$ cat src/rtl/uart_pkg.sv
// Shared UART definitions: 3-bit FSM encodings common to the transmitter and
// receiver, the default bit-period divider and parity-sense constants.
package uart_pkg;

  typedef logic [2:0] state_t;

  localparam state_t S_IDLE    = 3'd0;
  localparam state_t S_START   = 3'd1;
  localparam state_t S_DATA    = 3'd2;
  localparam state_t S_PARITY  = 3'd3;
  localparam state_t S_STOP    = 3'd4;
  localparam state_t S_CLEANUP = 3'd5;

  // 100 MHz system clock at 115200 baud.
  localparam int CLKS_PER_BIT_DEF = 868;

  localparam logic PARITY_SENSE_EVEN = 1'b0;
  localparam logic PARITY_SENSE_ODD  = 1'b1;

  // Counter value at the middle of the start bit.
  function automatic int mid_count(input int clks_per_bit);
    return (clks_per_bit - 1) / 2;
  endfunction

endpackage

$ cat src/rtl/uart_sync_2ff.sv
// Generic two-flop synchroniser for asynchronous pin inputs.
// RST_VAL sets the value both flops take while rst_n is low.
module uart_sync_2ff #(
  parameter logic RST_VAL = 1'b1
) (
  input  logic clk,
  input  logic rst_n,
  input  logic d,
  output logic q
);

  logic meta;

  always_ff @(posedge clk or negedge rst_n) begin
    if (!rst_n) begin
      meta <= RST_VAL;
      q    <= RST_VAL;
    end else begin
      meta <= d;
      q    <= meta;
    end
  end

endmodule

$ cat src/rtl/uart_rx.sv
// UART receiver, 8 data bits, 1 start, 1 stop, LSB first, mid-bit sampling.
// Define UART_RX_PARITY_EN to insert a parity bit and add o_Parity_Err.
module uart_rx
  import uart_pkg::*;
#(
  parameter int CLKS_PER_BIT = CLKS_PER_BIT_DEF,
  parameter int CNT_W        = 12
`ifdef UART_RX_PARITY_EN
  ,
  parameter logic PARITY_ODD = PARITY_SENSE_EVEN
`endif
) (
  input  logic       i_Clock,
  input  logic       i_Rst_n,
  input  logic       i_Rx_Serial,
  output logic       o_Rx_DV,
  output logic [7:0] o_Rx_Byte,
  output logic       o_Rx_Active,
`ifdef UART_RX_PARITY_EN
  output logic       o_Parity_Err,
`endif
  output logic       o_Frame_Err
);

  localparam logic [CNT_W-1:0] CNT_LAST = CNT_W'(CLKS_PER_BIT - 1);
  localparam logic [CNT_W-1:0] CNT_MID  = CNT_W'(mid_count(CLKS_PER_BIT));

  logic             rx_s;
  logic             rx_prev;
  state_t           state;
  logic [CNT_W-1:0] cnt;
  logic [2:0]       idx;
  logic [7:0]       shift;

  uart_sync_2ff #(.RST_VAL(1'b1)) u_sync (
    .clk   (i_Clock),
    .rst_n (i_Rst_n),
    .d     (i_Rx_Serial),
    .q     (rx_s)
  );

  // Previous synced value keeps edge history across CLEANUP for back-to-back frames.
  always_ff @(posedge i_Clock or negedge i_Rst_n) begin
    if (!i_Rst_n) rx_prev <= 1'b1;
    else          rx_prev <= rx_s;
  end

`ifdef UART_RX_PARITY_EN
  logic par_bit;
  logic par_bad;
  assign par_bad = ((^shift) ^ par_bit) != PARITY_ODD;
`endif

  always_ff @(posedge i_Clock or negedge i_Rst_n) begin
    if (!i_Rst_n) begin
      state       <= S_IDLE;
      cnt         <= '0;
      idx         <= '0;
      shift       <= '0;
      o_Rx_DV     <= 1'b0;
      o_Rx_Byte   <= 8'h00;
      o_Rx_Active <= 1'b0;
      o_Frame_Err <= 1'b0;
`ifdef UART_RX_PARITY_EN
      par_bit      <= 1'b0;
      o_Parity_Err <= 1'b0;
`endif
    end else begin
      case (state)
        S_IDLE: begin
          cnt <= '0;
          idx <= '0;
          if (rx_prev && !rx_s) begin
            state       <= S_START;
            o_Rx_Active <= 1'b1;
          end
        end

        S_START: begin
          if (cnt == CNT_MID) begin
            cnt <= '0;
            if (!rx_s) begin
              state <= S_DATA;
            end else begin
              state       <= S_IDLE;
              o_Rx_Active <= 1'b0;
            end
          end else begin
            cnt <= cnt + CNT_W'(1);
          end
        end

        S_DATA: begin
          if (cnt == CNT_LAST) begin
            cnt        <= '0;
            shift[idx] <= rx_s;
            if (idx == 3'd7) begin
              idx <= '0;
`ifdef UART_RX_PARITY_EN
              state <= S_PARITY;
`else
              state <= S_STOP;
`endif
            end else begin
              idx <= idx + 3'd1;
            end
          end else begin
            cnt <= cnt + CNT_W'(1);
          end
        end

`ifdef UART_RX_PARITY_EN
        S_PARITY: begin
          if (cnt == CNT_LAST) begin
            cnt     <= '0;
            par_bit <= rx_s;
            state   <= S_STOP;
          end else begin
            cnt <= cnt + CNT_W'(1);
          end
        end
`endif

        S_STOP: begin
          if (cnt == CNT_LAST) begin
            cnt   <= '0;
            state <= S_CLEANUP;
`ifdef UART_RX_PARITY_EN
            // A parity failure withholds the byte; both error strobes may fire together.
            if (rx_s && !par_bad) begin
              o_Rx_Byte <= shift;
              o_Rx_DV   <= 1'b1;
            end
            if (!rx_s)  o_Frame_Err  <= 1'b1;
            if (par_bad) o_Parity_Err <= 1'b1;
`else
            if (rx_s) begin
              o_Rx_Byte <= shift;
              o_Rx_DV   <= 1'b1;
            end else begin
              o_Frame_Err <= 1'b1;
            end
`endif
          end else begin
            cnt <= cnt + CNT_W'(1);
          end
        end

        S_CLEANUP: begin
          o_Rx_DV     <= 1'b0;
          o_Frame_Err <= 1'b0;
`ifdef UART_RX_PARITY_EN
          o_Parity_Err <= 1'b0;
`endif
          o_Rx_Active <= 1'b0;
          state       <= S_IDLE;
        end

        default: begin
          state       <= S_IDLE;
          cnt         <= '0;
          idx         <= '0;
          o_Rx_DV     <= 1'b0;
          o_Frame_Err <= 1'b0;
`ifdef UART_RX_PARITY_EN
          o_Parity_Err <= 1'b0;
`endif
          o_Rx_Active <= 1'b0;
        end
      endcase
    end
  end

endmodule

$ cat config.mk
export PLATFORM = sky130hd
export DESIGN_NAME = uart_rx
export DESIGN_NICKNAME = d
export VERILOG_FILES = /design/src/rtl/uart_pkg.sv /design/src/rtl/uart_sync_2ff.sv /design/src/rtl/uart_rx.sv
export SDC_FILE = /design/constraint.sdc
export NUM_CORES = 1
export LEC_CHECK = 0
export ABC_AREA = 1
export CAP_MARGIN = 40
export CORE_UTILIZATION = 60
export CTS_CLUSTER_SIZE = 12
export DETAILED_ROUTE_END_ITERATION = 6
export GPL_TIMING_DRIVEN = 0
export PLACE_DENSITY = 0.91
export SYNTH_ARGS = -nofsm -noshare
export SYNTH_HDL_FRONTEND = slang
export SYNTH_SLANG_ARGS = --single-unit
$ cat constraint.sdc
create_clock -name i_Clock -period 4.8 [get_ports i_Clock]
set_clock_uncertainty 0.1 [all_clocks]
set_input_delay 1.2 -clock i_Clock [delete_from_list [all_inputs] [get_ports i_Clock]]
set_output_delay 1.2 -clock i_Clock [all_outputs]
set_load 0.005 [all_outputs]
==> flow_metrics.env <==
export IMPL_internal_power_w=0.000634
export IMPL_floorplan_rows=21
export IMPL_cts_made_buffers=5
export IMPL_gr_usage_met1_pct=32.1
export IMPL_totalWireLength_um=4180
export IMPL_unrepaired_setup_endpoints_after_global_routing="no"
export IMPL_sum_of_negative_setup_slack_ns=0
export IMPL_vias=1882
export IMPL_cap_violations=0
export IMPL_sequentialPowerShare_pct=40.5
export IMPL_clock_latency_ns=0.29
export IMPL_critical_path_max_stage_delay_ns=0.50
export IMPL_grt_pass1_wl_um=7400
export IMPL_worstSetupPathType="reg2out"
export IMPL_hold_path_class="reg2reg"
export IMPL_holdBufCountCts=0
export IMPL_pre_cts_slack_ns=2.65
export IMPL_timing_critical_path_cells="clkdlybuf4s50_1"
export IMPL_design_portCount=14
export IMPL_first_global_vias=1726
export IMPL_synthesis_warnings=0
export IMPL_final_setup_worst_slack_ns=2.33
export IMPL_worstSetupStartpoint="o_Rx_Byte[0]"
export IMPL_final_fill_count=262
export IMPL_htreeDepth=2
export IMPL_startpoint_type="flop"
export IMPL_critical_path_arrival_ns=1.17
export IMPL_grt_use_total_pct=24.7
export IMPL_groute_layer_met3_usage_pct=7.30
export IMPL_finalWeightedCongestion=0.913
export IMPL_post_synth_cell_area_avg_um2=7.60
export IMPL_outcome="finished clean"
export IMPL_root_buffer="sky130_fd_sc_hd__clkbuf_8"
export IMPL_antenna_diode_count=0
export IMPL_routed_wire_length_per_instance_um=11.6
export IMPL_postCtsResizedCells=0
export IMPL_timing_max_transition_violations_final=0
export IMPL_ys_seq_elements=40
export IMPL_place_detailed_instances=351
export IMPL_path_clk_slew_ns=0.08
export IMPL_maxSlewHeadroom_pct=66.7
export IMPL_post_synthesis_instance_total=291
export IMPL_initial_utilization_pct=64.2
export IMPL_top_achievable_clock_speed_ghz=0.405
export IMPL_antenna_found_initial=0
export IMPL_netlist_cell_types=24
export IMPL_pwr_share_comb_pct=33.5
export IMPL_grt_overflow_total=0
export IMPL_timing_critical_path_fanout_max=2
export IMPL_avgViaCountPerCell=5.24
export IMPL_multiInputGateArea_mm2=0.00102
export IMPL_clock_power_share_pct=26.0
export IMPL_dr_iter_0_viols=106
export IMPL_period_share_pct=51.5
export IMPL_synthToLayoutAreaGrowth_pct=14.4
export IMPL_clock_sink_count=40
export IMPL_grt_busiest_layer="met2"
export IMPL_route_antenna_remaining_nets=0
export IMPL_critical_path_reg2reg_startpoint="u_sync.q"
export IMPL_design_die_area_mm2=0.00393
export IMPL_timing_final_hold_violations=0
export IMPL_psw_w=0.000402
export IMPL_cp_data_required_time_ns=3.50
export IMPL_cts_tree="built"
export IMPL_clock_tree_buffer_depth=2
export IMPL_drive_above_1_share_pct=12.5
export IMPL_vdd_ir_drop_max_mv=0.306
export IMPL_hold_path_startpoint="u_sync.meta"
export IMPL_die_width_um=62.7
export IMPL_quantity_of_i_o_buffers_inserted_on_ports=13
export IMPL_tightestPinTransition_ns=0.499
export IMPL_critical_path_top_delay_family="buffers and inverters"
export IMPL_die_y_um=62.7
export IMPL_sw_frac_of_total_pct=38.8
export IMPL_setup_worst_path_end_class="primary output"
export IMPL_finalCriticalPeriod_ns=2.47
export IMPL_postSynthNetCount=298
export IMPL_core_area_mm2=0.00344
export IMPL_grt_max_degree=22
export IMPL_final_util_pct=73.5
export IMPL_post_cts_buffers=0
export IMPL_power_per_cell_area_mw_per_mm2=410
export IMPL_design_power_total_w=0.00104
export IMPL_place_detailed_hpwl_um=3110
export IMPL_post_synth_instance_area_mm2=0.00221
export IMPL_num_nets_final=319
export IMPL_seqCellArea_mm2=0.00100
export IMPL_crit_buf_inv=1
export IMPL_post_route_drc_count=0
export IMPL_static_leakage_power_nw=1.21
export IMPL_synth_seq_area_share_pct=45.4
export IMPL_finish_cell_count_without_fillers=359
export IMPL_cpMaxStageDelayCell="sky130_fd_sc_hd__clkdlybuf4s50_1"
export IMPL_drt_pass1_iter_count=4
export IMPL_count_of_endpoints_failing_setup_in_the_final_report=0
export IMPL_groute_layer_met2_usage_pct=37.9
sequential cells by signal, summed over array words and instances (netlist names):
| signal | flops |
|---|---|
| o_Rx_Byte | 8 |
| shift | 8 |
| idx | 3 |
| u_sync.meta | 1 |
| u_sync.q | 1 |
| rx_prev | 1 |
| o_Rx_DV | 1 |
| o_Rx_Active | 1 |
| state | 3 |
| cnt | 12 |
| o_Frame_Err | 1 |
per-layer routing:
layer	vias to the layer above	routed length (µm)
li1	939	-
met1	895	1970
met2	40	1950
met3	8	194
met4	0	65
met5	-	0
synth_stat cells, drive strengths merged:
| cell | number | area [µm²] |
|---|---|---|
| dfstp | 3 | 78.8 |
| nand3 | 23 | 130 |
| xor2 | 7 | 61.3 |
| o211ai | 1 | 7.51 |
| a21oi | 2 | 10.0 |
| nor2 | 45 | 191 |
| nand4 | 6 | 43.8 |
| ha | 4 | 50.1 |
| nor3 | 2 | 15.0 |
| inv | 43 | 161 |
| dfrtp | 37 | 926 |
| buf | 3 | 27.5 |
| nand2 | 98 | 393 |
| o21ai | 17 | 115 |
cells by family (layout without fill, tap and decap cells):
group	Yosys count	count (layout)	synth area share, %
buffers and inverters	46	68	8.55
adders and majority gates	4	4	2.26
and+or+nand+nor	174	174	35.0
xor gates and xnor gates	7	7	2.77
AOI/OAI and AO/OA	20	20	6.00
DFF	40	40	45.4
power groups by stage:
stage                     clock [W]  sequential (W)  combinational (W)
after global routing       0.000288        0.000425           0.000393
final                      0.000269        0.000420           0.000347
after CTS                  0.000274        0.000418           0.000344
after global placement            0        0.000422           0.000332
after floorplan                   0        0.000415           0.000268
after detailed placement          0        0.000423           0.000343
worst register-to-register path, stage by stage, from the launching register on:
cell and delay [ns]:
sky130_fd_sc_hd__dfstp_2 0.54, sky130_fd_sc_hd__buf_2 0.20, sky130_fd_sc_hd__inv_1 0.13, sky130_fd_sc_hd__nor2_1 0.16
sky130_fd_sc_hd__nand4_2 0.24, sky130_fd_sc_hd__buf_6 0.25, sky130_fd_sc_hd__nand2_2 0.07, sky130_fd_sc_hd__o21ai_2 0.05
final cells by class:
type	instances	share of cell area (%)
multi-input cells	205	40.2
clock inverters	2	1.39
flip-flops and latches	40	39.7
inverters	43	6.38
well taps	46	2.28
clock buffers	6	2.87
repair buffers	14	6.04
plain buffers	3	1.09
through the flow:
step                      cell area (µm²)  hold WS, ns
after CTS                            2530        0.261
after global routing                 2530        0.263
after global placement               2400        0.246
after floorplan                      2210        0.245
final                                2530        0.259
after detailed placement             2420        0.249
worst paths after layout:
kind | end | slack, ns | depth (start not counted)
hold / removal | u_sync.q | 0.26 | 0
setup / recovery | o_Rx_Byte[0] | 2.33 | 1
hold reg to reg | u_sync.q | 0.26 | 0
min in group asynchronous | cnt[0] | 0.76 | 1
setup reg to reg | o_Rx_Byte[0] | 2.96 | 7
max in group asynchronous | u_sync.q | 3.30 | 2
placed cells by master, fill, tap and decap left out:
cell / count
sky130_fd_sc_hd__nor2_2: 3
sky130_fd_sc_hd__dfstp_2: 3
sky130_fd_sc_hd__xor2_1: 7
sky130_fd_sc_hd__ha_1: 4
sky130_fd_sc_hd__a21oi_1: 2
sky130_fd_sc_hd__nand2_1: 92
sky130_fd_sc_hd__o21ai_0: 6
sky130_fd_sc_hd__o21ai_2: 8
sky130_fd_sc_hd__nand4_2: 1
sky130_fd_sc_hd__buf_16: 1
sky130_fd_sc_hd__inv_1: 43
sky130_fd_sc_hd__nor3_2: 1
sky130_fd_sc_hd__clkdlybuf4s50_1: 12
sky130_fd_sc_hd__o21ai_1: 3
sky130_fd_sc_hd__nand4_1: 5
sky130_fd_sc_hd__clkbuf_8: 5
sky130_fd_sc_hd__nor2_1: 40
sky130_fd_sc_hd__dfrtp_1: 37
sky130_fd_sc_hd__nand3_1: 20
sky130_fd_sc_hd__buf_2: 2
sky130_fd_sc_hd__bufinv_16: 1
sky130_fd_sc_hd__nand3_2: 3
sky130_fd_sc_hd__clkbuf_1: 1
sky130_fd_sc_hd__nor3_1: 1
sky130_fd_sc_hd__nor2_4: 2
sky130_fd_sc_hd__nand2_4: 2
sky130_fd_sc_hd__buf_6: 2
sky130_fd_sc_hd__o211ai_1: 1
sky130_fd_sc_hd__clkinv_2: 1
sky130_fd_sc_hd__nand2_2: 4
(Power assumes the default switching activity.)
